<file path="config.mk">
export PLATFORM = sky130hd
export DESIGN_NAME = store_buffer
export DESIGN_NICKNAME = d
export VERILOG_FILES = /design/src/rtl/riscv_pkg.sv /design/src/rtl/sb_fifo.sv /design/src/rtl/store_buffer.sv
export SDC_FILE = /design/constraint.sdc
export NUM_CORES = 1
export LEC_CHECK = 0
export ABC_AREA = 0
export CAP_MARGIN = 10
export CORE_MARGIN = 4
export CORE_UTILIZATION = 42
export DETAILED_ROUTE_END_ITERATION = 16
export HOLD_SLACK_MARGIN = 0.03
export PLACE_DENSITY_LB_ADDON = 0.15
export SYNTH_ARGS = -nofsm -noshare
export SYNTH_HDL_FRONTEND = slang
export SYNTH_SLANG_ARGS = --single-unit
</file>
<file path="constraint.sdc">
create_clock -name clk -period 3.2 [get_ports clk]
set_clock_uncertainty 0.15 [all_clocks]
set_input_delay 0.48 -clock clk [delete_from_list [all_inputs] [get_ports clk]]
set_output_delay 0.48 -clock clk [all_outputs]
set_load 0.02 [all_outputs]
</file>
<file path="src/rtl/riscv_pkg.sv">
// Shared RISC-V core types: MemOp encoding and store-buffer entry layout.
// Imported by the store buffer, its FIFO, and the bench.
package riscv_pkg;

  typedef enum logic [1:0] {
    MEMOP_B  = 2'b00,
    MEMOP_H  = 2'b01,
    MEMOP_W  = 2'b10,
    MEMOP_BU = 2'b11
  } memop_e;

  // Entry = {addr, wd[31:0], op[1:0]}; this is the non-address part.
  localparam int SB_META_W = 34;

endpackage

</file>
<file path="src/rtl/sb_fifo.sv">
// Store-buffer storage: circular FIFO with count, per-entry valid, addr taps.
// Ports: clk, rst, push/push_data, pop, head_data, count, valid, addrs.
module sb_fifo #(
  parameter int DEPTH = 4,
  parameter int AW    = 32,
  parameter int W     = AW + 34,
  localparam int PW   = $clog2(DEPTH),
  localparam int CW   = PW + 1
) (
  input  logic                       clk,
  input  logic                       rst,
  input  logic                       push,
  input  logic [W-1:0]               push_data,
  input  logic                       pop,
  output logic [W-1:0]               head_data,
  output logic [CW-1:0]              count,
  output logic [DEPTH-1:0]           valid,
  output logic [DEPTH-1:0][AW-1:0]   addrs
);

  logic [DEPTH-1:0][W-1:0] mem;
  logic [PW-1:0]           head;
  logic [PW-1:0]           tail;

  always_ff @(posedge clk) begin
    if (push) begin
      mem[tail] <= push_data;
    end
  end

  // push never targets the head slot while popping:
  // push needs count<DEPTH, pop needs count>0.
  always_ff @(posedge clk) begin
    if (!rst) begin
      head  <= '0;
      tail  <= '0;
      count <= '0;
      valid <= '0;
    end else begin
      if (push) begin
        tail        <= tail + 1'b1;
        valid[tail] <= 1'b1;
      end
      if (pop) begin
        head        <= head + 1'b1;
        valid[head] <= 1'b0;
      end
      count <= count + CW'(push) - CW'(pop);
    end
  end

  assign head_data = mem[head];

  always_comb begin
    for (int i = 0; i < DEPTH; i++) begin
      addrs[i] = mem[i][W-1 -: AW];
    end
  end

endmodule

</file>
<file path="src/rtl/store_buffer.sv">
// Posted-write buffer in front of the single-port data memory.
// Ports: store in (st_*), load in/out (ld_*), memory port (mem_*), status.
import riscv_pkg::*;

module store_buffer #(
  parameter int DEPTH = 4,
  parameter int AW    = 32,
  localparam int CW   = $clog2(DEPTH) + 1,
  localparam int W    = AW + SB_META_W
) (
  input  logic          clk,
  input  logic          rst,
  input  logic          st_valid,
  output logic          st_ready,
  input  logic [AW-1:0] st_addr,
  input  logic [31:0]   st_wd,
  input  logic [1:0]    st_op,
  input  logic          ld_valid,
  input  logic [AW-1:0] ld_addr,
  input  logic [1:0]    ld_op,
  output logic          ld_stall,
  output logic [31:0]   ld_rd,
  input  logic          mem_ready,
  output logic          mem_we,
  output logic [1:0]    mem_op,
  output logic [AW-1:0] mem_a,
  output logic [31:0]   mem_wd,
  input  logic [31:0]   mem_rd,
  output logic          sb_empty,
  output logic [CW-1:0] sb_count
);

  logic                     push;
  logic                     pop;
  logic [W-1:0]             head;
  logic [CW-1:0]            count;
  logic [DEPTH-1:0]         valid;
  logic [DEPTH-1:0][AW-1:0] addrs;
  logic [DEPTH-1:0]         hit;
  logic                     hazard;
  logic                     full;
  logic                     grant_ld;
  logic                     drain;

  sb_fifo #(
    .DEPTH (DEPTH),
    .AW    (AW),
    .W     (W)
  ) u_fifo (
    .clk       (clk),
    .rst       (rst),
    .push      (push),
    .push_data ({st_addr, st_wd, st_op}),
    .pop       (pop),
    .head_data (head),
    .count     (count),
    .valid     (valid),
    .addrs     (addrs)
  );

  // Word-granular match: byte offset bits are ignored.
  always_comb begin
    for (int i = 0; i < DEPTH; i++) begin
      hit[i] = valid[i] &&
               (((addrs[i] ^ ld_addr) >> 2) == '0);
    end
  end

  assign hazard   = ld_valid && (|hit);
  assign full     = (count == CW'(DEPTH));
  assign st_ready = !full;
  assign push     = st_valid && st_ready;

  // Full buffer always drains first so loads
  // cannot starve the store stream.
  assign grant_ld = ld_valid && !hazard &&
                    !full && mem_ready;
  assign drain    = !grant_ld && (count != '0) &&
                    mem_ready;

  always_comb begin
    mem_we   = 1'b0;
    mem_a    = ld_addr;
    mem_op   = ld_op;
    mem_wd   = head[33:2];
    ld_stall = ld_valid;
    pop      = 1'b0;
    unique case (1'b1)
      grant_ld: begin
        ld_stall = 1'b0;
      end
      drain: begin
        mem_we = 1'b1;
        mem_a  = head[W-1 -: AW];
        mem_op = head[1:0];
        pop    = 1'b1;
      end
      default: ;
    endcase
  end

  assign ld_rd    = mem_rd;
  assign sb_empty = (count == '0);
  assign sb_count = count;

endmodule

</file>
==> results of run 1 <==
-- cells in the final DEF, fill, tap and decap left out, types with 11 or more instances in the layout --
cell type        count
xnor2_1             55
dlymetal6s2s_1      11
nand4_1             56
edfxtp_1           264
buf_6               33
buf_4              128
mux2_4              22
clkdlybuf4s50_1    121
mux4_2              66
xnor2_2             56
buf_2               12
xnor2_4             12
clkbuf_16           30
mux2_2              11
-- final cells by class --
cell class	count	share of cell area, %
clock inverter	14	0.792
multi-input combinational	356	27.1
inverter	8	0.173
clock buffer	39	4.50
timing repair buffer	327	17.7
sequential	275	46.9
tap	390	2.81
-- cell families after synthesis --
group                      Yosys count  share of synthesized area [%]
AOI/OAI and AO/OA                   19                           1.02
xor gates and xnor gates           123                           8.92
adders and majority gates           11                           1.15
buffers and inverters               92                           4.65
DFF                                275                           64.4
muxes                              101                           14.8
and+or+nand+nor                    102                           5.06
-- registers in the layout (all words and copies together) (netlist names) --
register,cells
u_fifo.addrs,128
u_fifo.mem,136
u_fifo.tail,2
u_fifo.count,3
u_fifo.head,2
u_fifo.valid,4
-- worst min path at each step --
| stage | endpoint | slack, ps | cells after the start |
|---|---|---|---|
| after global routing | u_fifo.mem[73] | 380 | 1 |
| after global placement | u_fifo.tail[1] | 390 | 2 |
| after CTS | u_fifo.mem[204] | 370 | 1 |
| final | u_fifo.addrs[46] | 400 | 1 |
| after detailed placement | u_fifo.tail[1] | 430 | 2 |
| after floorplan | u_fifo.valid[0] | 380 | 2 |
-- per-layer routing --
| metal | global-route usage (%) | routed length (um) | vias to the layer above | part of all wire, % |
|---|---|---|---|---|
| met4 | 4.89 | 885 | 0 | 2.5 |
| met5 | 0 | 0 | - | 0 |
| met3 | 4.13 | 2160 | 68 | 6.2 |
| met2 | 34.8 | 17200 | 227 | 50 |
| met1 | 28.5 | 14500 | 3803 | 42 |
| li1 | - | - | 3369 | - |
-- what timing repair did --
action                                  4_1_cts  5_1_grt
gates cloned                                  0        1
pin swaps                                     8       15
hold buffers                                  0        0
resized for setup                           216      101
buffers inserted                              6        9
endpoints found under the setup margin       50       38
-- report_power, final --
| group | switching, mW | leakage [nW] | internal [mW] |
|---|---|---|---|
| logic | 1.96 | 3.16 | 2.11 |
| registers | 0.201 | 2.51 | 4.41 |
| clock network | 1.36 | 0.442 | 1.88 |
| total | 3.52 | 6.11 | 8.40 |
-- per-stage QoR --
stage / total power, mW / area (um2) / worst slack [ps] / setup TNS (ps)
2_1_floorplan: 6.84 / 12900 / 1.36 / 0
5_1_grt: 12.5 / 17400 / -497 / -17050
4_1_cts: 11.8 / 16900 / -500 / -17170
3_5_place_dp: 8.55 / 15700 / -1170 / -42600
6_report: 11.9 / 17400 / -392 / -12760
3_3_place_gp: 8.53 / 15700 / -1160 / -42820
==> reports/metrics.yaml, run 1 <==
yosysTopAreaCell: "edfxtp_1"
relSlewSlack_pct: 55.0
multi_input_area_um2: 4720
fin_util_pct: 58.5
path_cells: "clkdlybuf4s50_1 -> buf_6 -> xnor2_1 -> buf_4 -> nand4_1 -> nor4_4 -> a21oi_2 -> a31oi_4 -> buf_6 -> clkbuf_16 -> mux2_4 -> buf_6"
max_cap_violations: 0
max_stage_delay_ps: 470
critPathMostFrequentCell: "buf_6"
dp_cells: 1343
worstMarginPinSlew_ps: 676
crit_path_end_kind: "output pin"
clock_latency_ps: 560
die_h_um: 182
grt_usage_pct: 20.9
grt_pass1_wl_um: 52100
critPathLaunch: "ld_addr[17]"
cp.buffers_inverters: 6
grt_max_degree: 44
cts_sinks: 275
grt_pass1_vias: 8087
nNetsFinal: 1145
h-tree-depth: 1
wirelength_um: 34800
yosysUniqueCellTypes: 41
reg2reg_from: "u_fifo.addrs[18]"
crit_fanout: 7
diodes: 0
crit_end: "mem_a[28]"
layout_setup_ws_ps: -392
routabilityCongestion: 0.872
pin_count: 242
clock-root-buffer: "clkbuf_16"
fmax_mhz: 278
peakVddDrop_v: 0.000578
hp-start: "st_addr[14]"
regArea_um2: 8160
syn2layout_area_growth_pct: 37.3
instances_no_fill: 1409
rows: 63
synth_top_area_share_pct: 62.6
rr_endpoint: "u_fifo.count[2]"
cts_tree: "done"
netlist_area_um2: 12700
dr_total_vias: 7467
final_hold_viol_count: 0
synthTopCellsByArea: "edfxtp_1, mux4_2, xnor2_1"
maxSlewViolCount: 0
synth-seq-cells: 275
clkTransAtPathRegs_ps: 60
cts_buffers: 29
crit_arrival_ps: 2960
drc_errors: 0
timing.final.crit_share_pct: 112
wl_per_cell_um: 24.7
synth_seq_area_share_pct: 64.4
dieArea_um2: 33000
reg2reg_slack_ps: -130
core_um2: 29700
drive_above_1_share_pct: 41.1
hp-class: "input pin to flip-flop"
clockBufferDepth: 3
fin_crit_ps: 3590
cp_num_cells: 12
dr.pass1.iters: 5
p_leak_nw: 6.11
worstRegToRegCells: 15
hpwl_um: 25300
grt_overflow_total: 0
timing.hold.ws_ps: 401
grt_antenna_before_repair: 0
setup_viol: 38
worstSetupPathType: "input pin to output pin"
cellPowerDensity_nw_per_um2: 686
die_w_um: 182
async_flop_share_pct: 0
status: "finished with violations"
synth_nets: 871
synth_edf_count: 264
io_buffers: 177
crit_family: "buffers and inverters"
via_per_inst: 5.30
synth.most_common_cell: "edfxtp_1"
violations: "negative setup slack"
first_iter_violations: 454
rsz0062_at_grt: "true"
critPathSlowestCell: "clkdlybuf4s50_1"
start_kind: "input pin"
synth_area_per_cell_um2: 17.5
ant_nets: 0
ys.flop_type: "edfxtp_1"
initial_core_util_pct: 42.6
synth_common_cells: "edfxtp_1, xnor2_1, mux4_2"
netlist_instances: 723
yosysWarnings: 0
fill_cells: 2282
required_ps: 2570
Power figures use the tool's default switching activity.
==> run 2: changes to the inputs <==
- ABC_AREA: 0 -> 1
==> reports/metrics.yaml, run 2 <==
ant_nets: 0  # unchanged
core_um2: 30700  # +3.5%
grt_overflow_total: 0  # unchanged
synthTopCellsByArea: "edfxtp_1, nand2_1, o21ai_0"
drive_above_1_share_pct: 15.8  # -25 points
timing.final.crit_share_pct: 99.6  # -13 points
netlist_area_um2: 13100  # +3.8%
reg2reg_from: "u_fifo.addrs[81]"
total_power_mw: 12.3  # +3.4%
top_register: "u_fifo.mem"
dpl_cell_area_um2: 15600  # -0.67%
yosys.area_share.simple_pct: 17.0  # +12 points
combPwrFrac_pct: 36.8  # +2.6 points
hpwl_um: 25300  # +0.11%
dr.pass1.iters: 5  # unchanged
rows: 64  # +1.6%
setup_viol: 0  # -100%
required_ps: 2570  # about the same
pin_count: 242  # unchanged
critPathLaunch: "u_fifo.addrs[77]"
use_met1_pct: 28.6  # +0.086 points
finalInstanceArea_um2: 16900  # -2.7%
routabilityCongestion: 0.934  # +7.1%
synth_area_per_cell_um2: 9.52  # -46%
crit_arrival_ps: 2560  # -400 ps
p_int_mw: 8.00  # -4.8%
synth-seq-cells: 275  # unchanged
via_per_inst: 5.09  # -3.9%
peakVddDrop_v: 0.000493  # -15%
clockBufferDepth: 3  # unchanged
io_buffers: 177  # unchanged
busiest_layer: "met2"
clkTransAtPathRegs_ps: 60  # about the same
grt_pass1_vias: 9868  # +22%
initial_core_util_pct: 42.8  # +0.15 points
synth_xor_area_share_pct: 1.33  # -7.6 points
final_cell_mix: "nand2_1, edfxtp_1, o21ai_0, nor2_1, inv_1"
final_hold_viol_count: 0  # unchanged
wl_per_cell_um: 19.0  # -23%
relSlewSlack_pct: 61.4  # +6.4 points
worstSetupPathType: "flip-flop to output pin"
nNetsFinal: 1720  # +50%
p_clk_share_pct: 25.9  # -1.3 points
cts_hold_buf: 0  # unchanged
p_leak_nw: 6.91  # +13%
async_flop_share_pct: 0  # unchanged
max_cap_violations: 0  # unchanged
hp-start: "st_wd[8]"
timing.hold.ws_ps: 395  # -5.66 ps
synth_common_cells: "nand2_1, edfxtp_1, o21ai_0"
cts_buffers: 30  # +3.4%
crit_path_end_kind: "output pin"
synth_top_family_by_area: "simple AND/OR/NAND/NOR gates"
netlist_instances: 1381  # +91%
h-tree-depth: 1  # unchanged
yosysTopAreaCell: "edfxtp_1"
ys.flop_type: "edfxtp_1"
syn2layout_area_growth_pct: 28.6
netSwitchingFraction_pct: 35.1  # +5.6 points
grt_pass1_wl_um: 56300  # +8.1%
fmax_mhz: 314  # +13%
cts_sinks: 275  # unchanged
synth_seq_area_share_pct: 62.0  # -2.4 points
p_sw_mw: 4.33  # +23%
synth_nets: 1529  # +76%
clock-root-buffer: "clkbuf_16"
hp-class: "input pin to flip-flop"
final_common_cell: "nand2_1"
dr_total_vias: 10100  # +36%
first_iter_violations: 827  # +82%
synth.most_common_cell: "nand2_1"
cellPowerDensity_nw_per_um2: 729  # +6.3%
start_kind: "flip-flop"
yosysUniqueCellTypes: 31  # -24%
wirelength_um: 37800  # +8.6%
status: "completed"
pwr-share-seq_pct: 37.3  # -1.4 points
synthAdderAreaFrac_pct: 1.10  # -0.042 points
grtUsageMet2_pct: 34.9  # +0.12 points
yosysWarnings: 0  # unchanged
rsz0062_at_grt: "true"
synth_edf_count: 264  # unchanged
grt_use_met3_pct: 4.65  # +0.53 points
grt_max_degree: 119  # +170%
synth_top_area_share_pct: 60.3  # -2.3 points
synthMuxAreaShare_pct: 0  # -15 points
cts_tree: "done"
die_h_um: 185  # +1.8%
maxSlewViolCount: 0  # unchanged
clock_latency_ps: 570  # about the same
fin_crit_ps: 3190  # -405 ps
dieArea_um2: 34200  # +3.7%
crit_fanout: 7  # unchanged
drc_errors: 0  # unchanged
grt_antenna_before_repair: 3  # +3
largest_register_ff_count: 136  # unchanged
die_w_um: 185  # +1.8%
worstMarginPinSlew_ps: 578  # -97.4 ps
synth_compound_area_share_pct: 10.7  # +9.7 points
grt_usage_pct: 21.3  # +0.43 points
-- run 2: cell families (layout without fill, tap and decap cells) --
kind of cell | Yosys count | in the layout
buf+inv | 230 | 443
compound gates | 270 | 270
flops | 275 | 275
xor+xnor | 20 | 20
simple gates | 575 | 575
fa+ha+maj | 11 | 11
other cells | 0 | 1
-- run 2: layout make-up --
cell class	count	area [um2]
Clock buffer	36	773
Antenna cell	1	2.50
Timing Repair Buffer	249	2540
Inverter	140	541
Tap cell	396	495
Multi-Input combinational cell	876	4270
Fill cell	2737	13800
Clock inverter	18	135
Sequential cell	275	8150
-- run 2: per-stage QoR --
| stage | utilization (%) | instances | setup TNS [ps] | setup slack, ps |
|---|---|---|---|---|
| finish | 55.0 | 1991 | 0 | 13.0 |
| global route | 55.0 | 1990 | -1410 | -82.3 |
| CTS | 53.5 | 1987 | -10.8 | -10.8 |
| detailed placement | 50.7 | 1931 | -23220 | -679 |
| global placement | 50.7 | 1931 | -22660 | -682 |
| floorplan | - | 1381 | -69600 | -261 |
-- run 2: final timing paths --
path / end / slack, ps / cells after the start
max: mem_a[27] / 10 / 15
min: u_fifo.mem[142] / 390 / 1
max reg2reg: u_fifo.count[2] / 250 / 18
min reg2reg: u_fifo.tail[1] / 390 / 2
-- run 2: repair_timing --
action / in CTS / in global routing
resized for setup: 196 / 136
setup endpoints to repair: 54 / 50
buffers inserted: 2 / 1
gates cloned: 1 / 2
pin swaps: 7 / 29
-- run 2: power groups by stage --
| stage | sequential, mW | clock [mW] | combinational [mW] |
|---|---|---|---|
| global placement | 4.65 | 0 | 4.33 |
| finish | 4.60 | 3.19 | 4.54 |
| detailed placement | 4.66 | 0 | 4.35 |
| global route | 4.63 | 3.39 | 4.96 |
| floorplan | 4.64 | 0 | 2.39 |
| CTS | 4.59 | 3.25 | 4.29 |
-- run 2: metal layers --
metal / wire (um) / vias up
li1: - / 4957
met4: 1260 / 4
met2: 17800 / 348
met5: 27 / -
met3: 2880 / 75
met1: 15800 / 4755
-- run 2: worst max-delay path, cell delays in order (launching register included) --
cell,delay (ps)
edfxtp_1,440
nand2_1,110
o21ai_2,70
nor2_2,160
nand2_1,120
nor2_1,100
nand2_1,60
nor2_1,110
nor2_2,60
nand3_4,110
nand2_8,80
buf_12,150
buf_12,140
nand2_1,50
nand2_1,70
buf_6,130
==> run 3: changes to the inputs <==
- CORE_MARGIN: 4 -> 2
- SKIP_LAST_GASP: not set -> 1
==> reports/metrics.yaml, run 3 (same netlist as run 2, synthesis figures left out) <==
cp.buffers_inverters: 4  # +1
die_h_um: 181  # -2.2%
routabilityCongestion: 0.931  # -0.35%
largest_register_ff_count: 136  # unchanged
wirelength_um: 36600  # -3.0%
hpwl_um: 24100  # -4.7%
finalSetupTns_ps: 0  # unchanged
instances_no_fill: 1981  # -0.50%
dpl_cell_area_um2: 15500  # -0.61%
required_ps: 2570  # about the same
path_cells: "clkdlybuf4s50_1 -> inv_2 -> nand2_1 -> o21ai_1 -> nor2_1 -> nand2_1 -> nor2_1 -> nand2_1 -> nor2_1 -> nor2_2 -> nand3_4 -> nand2_8 -> buf_4 -> nand2_1 -> nand2_2 -> buf_4"
p_int_mw: 8.17  # +2.1%
fin_crit_ps: 3170  # -15.8 ps
clock_latency_ps: 560  # about the same
cts_tree: "done"
dp_cells: 1920  # -0.57%
final_cell_mix: "nand2_1, edfxtp_1, o21ai_0, nor2_1, inv_1"
final_hold_viol_count: 0  # unchanged
fmax_mhz: 315  # +0.50%
final_common_cell: "nand2_1"
netSwitchingFraction_pct: 34.2  # -0.88 points
crit_family: "simple AND/OR/NAND/NOR gates"
worstSetupPathType: "input pin to output pin"
grt_max_degree: 103  # -13%
die_w_um: 181  # -2.2%
h-tree-depth: 1  # unchanged
total_power_mw: 12.4  # +0.78%
cts_buffers: 30  # unchanged
dr.pass1.iters: 5  # unchanged
first_iter_violations: 841  # +1.7%
clock-root-buffer: "clkbuf_16"
timing.final.crit_share_pct: 99.1  # -0.49 points
cellPowerDensity_nw_per_um2: 745  # +2.3%
hp-class: "flip-flop to flip-flop"
io_buffers: 177  # unchanged
combPwrFrac_pct: 34.9  # -1.9 points
grt_pass1_vias: 9999  # +1.3%
status: "completed"
drive_above_1_share_pct: 12.7  # -3.1 points
pwr-share-seq_pct: 37.0  # -0.3 points
grt_antenna_before_repair: 5  # +2
worstMarginPinSlew_ps: 522  # -56.3 ps
maxSlewViolCount: 0  # unchanged
cts_hold_buf: 0  # unchanged
grt_overflow_total: 0  # unchanged
wl_per_cell_um: 18.5  # -2.5%
crit_arrival_ps: 2540  # -20 ps
rsz0062_at_grt: "true"
core_um2: 30700  # -0.26%
nNetsFinal: 1709  # -0.64%
p_clk_share_pct: 28.1  # +2.2 points
relSlewSlack_pct: 65.1  # +3.8 points
diodes: 0  # -1
top_register: "u_fifo.mem"
critPathMostFrequentCell: "nand2_1"
drc_errors: 0  # unchanged
pin_count: 242  # unchanged
dr_total_vias: 10000  # -1.2%
max_cap_violations: 0  # unchanged
p_sw_mw: 4.25  # -1.7%
peakVddDrop_v: 0.000501  # +1.5%
initial_core_util_pct: 42.9  # +0.11 points
grt_pass1_wl_um: 55800  # -0.82%
timing.hold.ws_ps: 377  # -17.6 ps
crit_path_end_kind: "output pin"
setup_viol: 0  # unchanged
syn2layout_area_growth_pct: 26.8
finalInstanceArea_um2: 16700  # -1.4%
via_per_inst: 5.06  # -0.66%
max_stage_delay_ps: 530  # +90 ps
crit_fanout: 8  # +1
clkTransAtPathRegs_ps: 60  # about the same
rows: 64  # unchanged
clockBufferDepth: 3  # unchanged
cts_sinks: 275  # unchanged
p_leak_nw: 6.81  # -1.4%
dieArea_um2: 32700  # -4.3%
ant_nets: 0  # unchanged
grt_usage_pct: 21.9  # +0.57 points
critPathSlowestCell: "clkdlybuf4s50_1"
start_kind: "input pin"
==> run 3: worst register-to-register path, delay by kind of cell (launching register included) <==
family | cells | cell delay, ps
AOI/OAI and AO/OA | 3 | 410
buffers and inverters | 5 | 490
adders and majority gates | 3 | 820
and+or+nand+nor | 8 | 700
DFF | 1 | 390
==> run 3: metrics by stage <==
| stage | util, % | worst slack, ps |
|---|---|---|
| floorplan | - | -261 |
| global placement | 50.5 | -625 |
| detailed placement | 50.5 | -657 |
| CTS | 53.7 | -26.8 |
| global route | 54.4 | -100 |
| finish | 54.4 | 28.8 |
==> run 3: metal layers <==
| layer | vias up | wire length (um) | global-route usage, % |
|---|---|---|---|
| met4 | 8 | 1070 | 7.36 |
| met1 | 4656 | 15300 | 28.0 |
| met2 | 357 | 17400 | 36.8 |
| met5 | - | 53 | 0 |
| li1 | 4928 | - | - |
| met3 | 72 | 2800 | 4.74 |
==> run 3: path summary, 6_finish.rpt <==
check                                      start              end  slack (ps)  depth (start not counted)
worst max register to register  u_fifo.addrs[81]  u_fifo.count[2]         180                         19
worst min-delay path              u_fifo.tail[1]   u_fifo.tail[1]         380                          2
worst min register to register    u_fifo.tail[1]   u_fifo.tail[1]         380                          2
worst max-delay path                 ld_addr[13]        mem_a[29]          30                         16
==> run 3: cell type report <==
class                   count  area [um2]
fillers                  2767       14000
flip-flops and latches    275        8150
multi-input cells         876        4130
repair buffers            238        2350
clock buffers              37         798
inverters                 140         541
well taps                 396         495
clock inverters            19         204
==> run 3: power groups by stage <==
stage / combinational [mW] / clock, mW / sequential [mW]
detailed placement: 4.28 / 0 / 4.66
CTS: 4.24 / 3.55 / 4.59
global placement: 4.27 / 0 / 4.65
floorplan: 2.39 / 0 / 4.64
finish: 4.34 / 3.49 / 4.59
global route: 4.76 / 3.71 / 4.62
==> run 3: timing repair <==
action,4_1_cts,5_1_grt
gates cloned,1,1
gates resized for setup,178,69
setup endpoints to repair,42,60
pin swaps,3,15
setup buffers,0,3
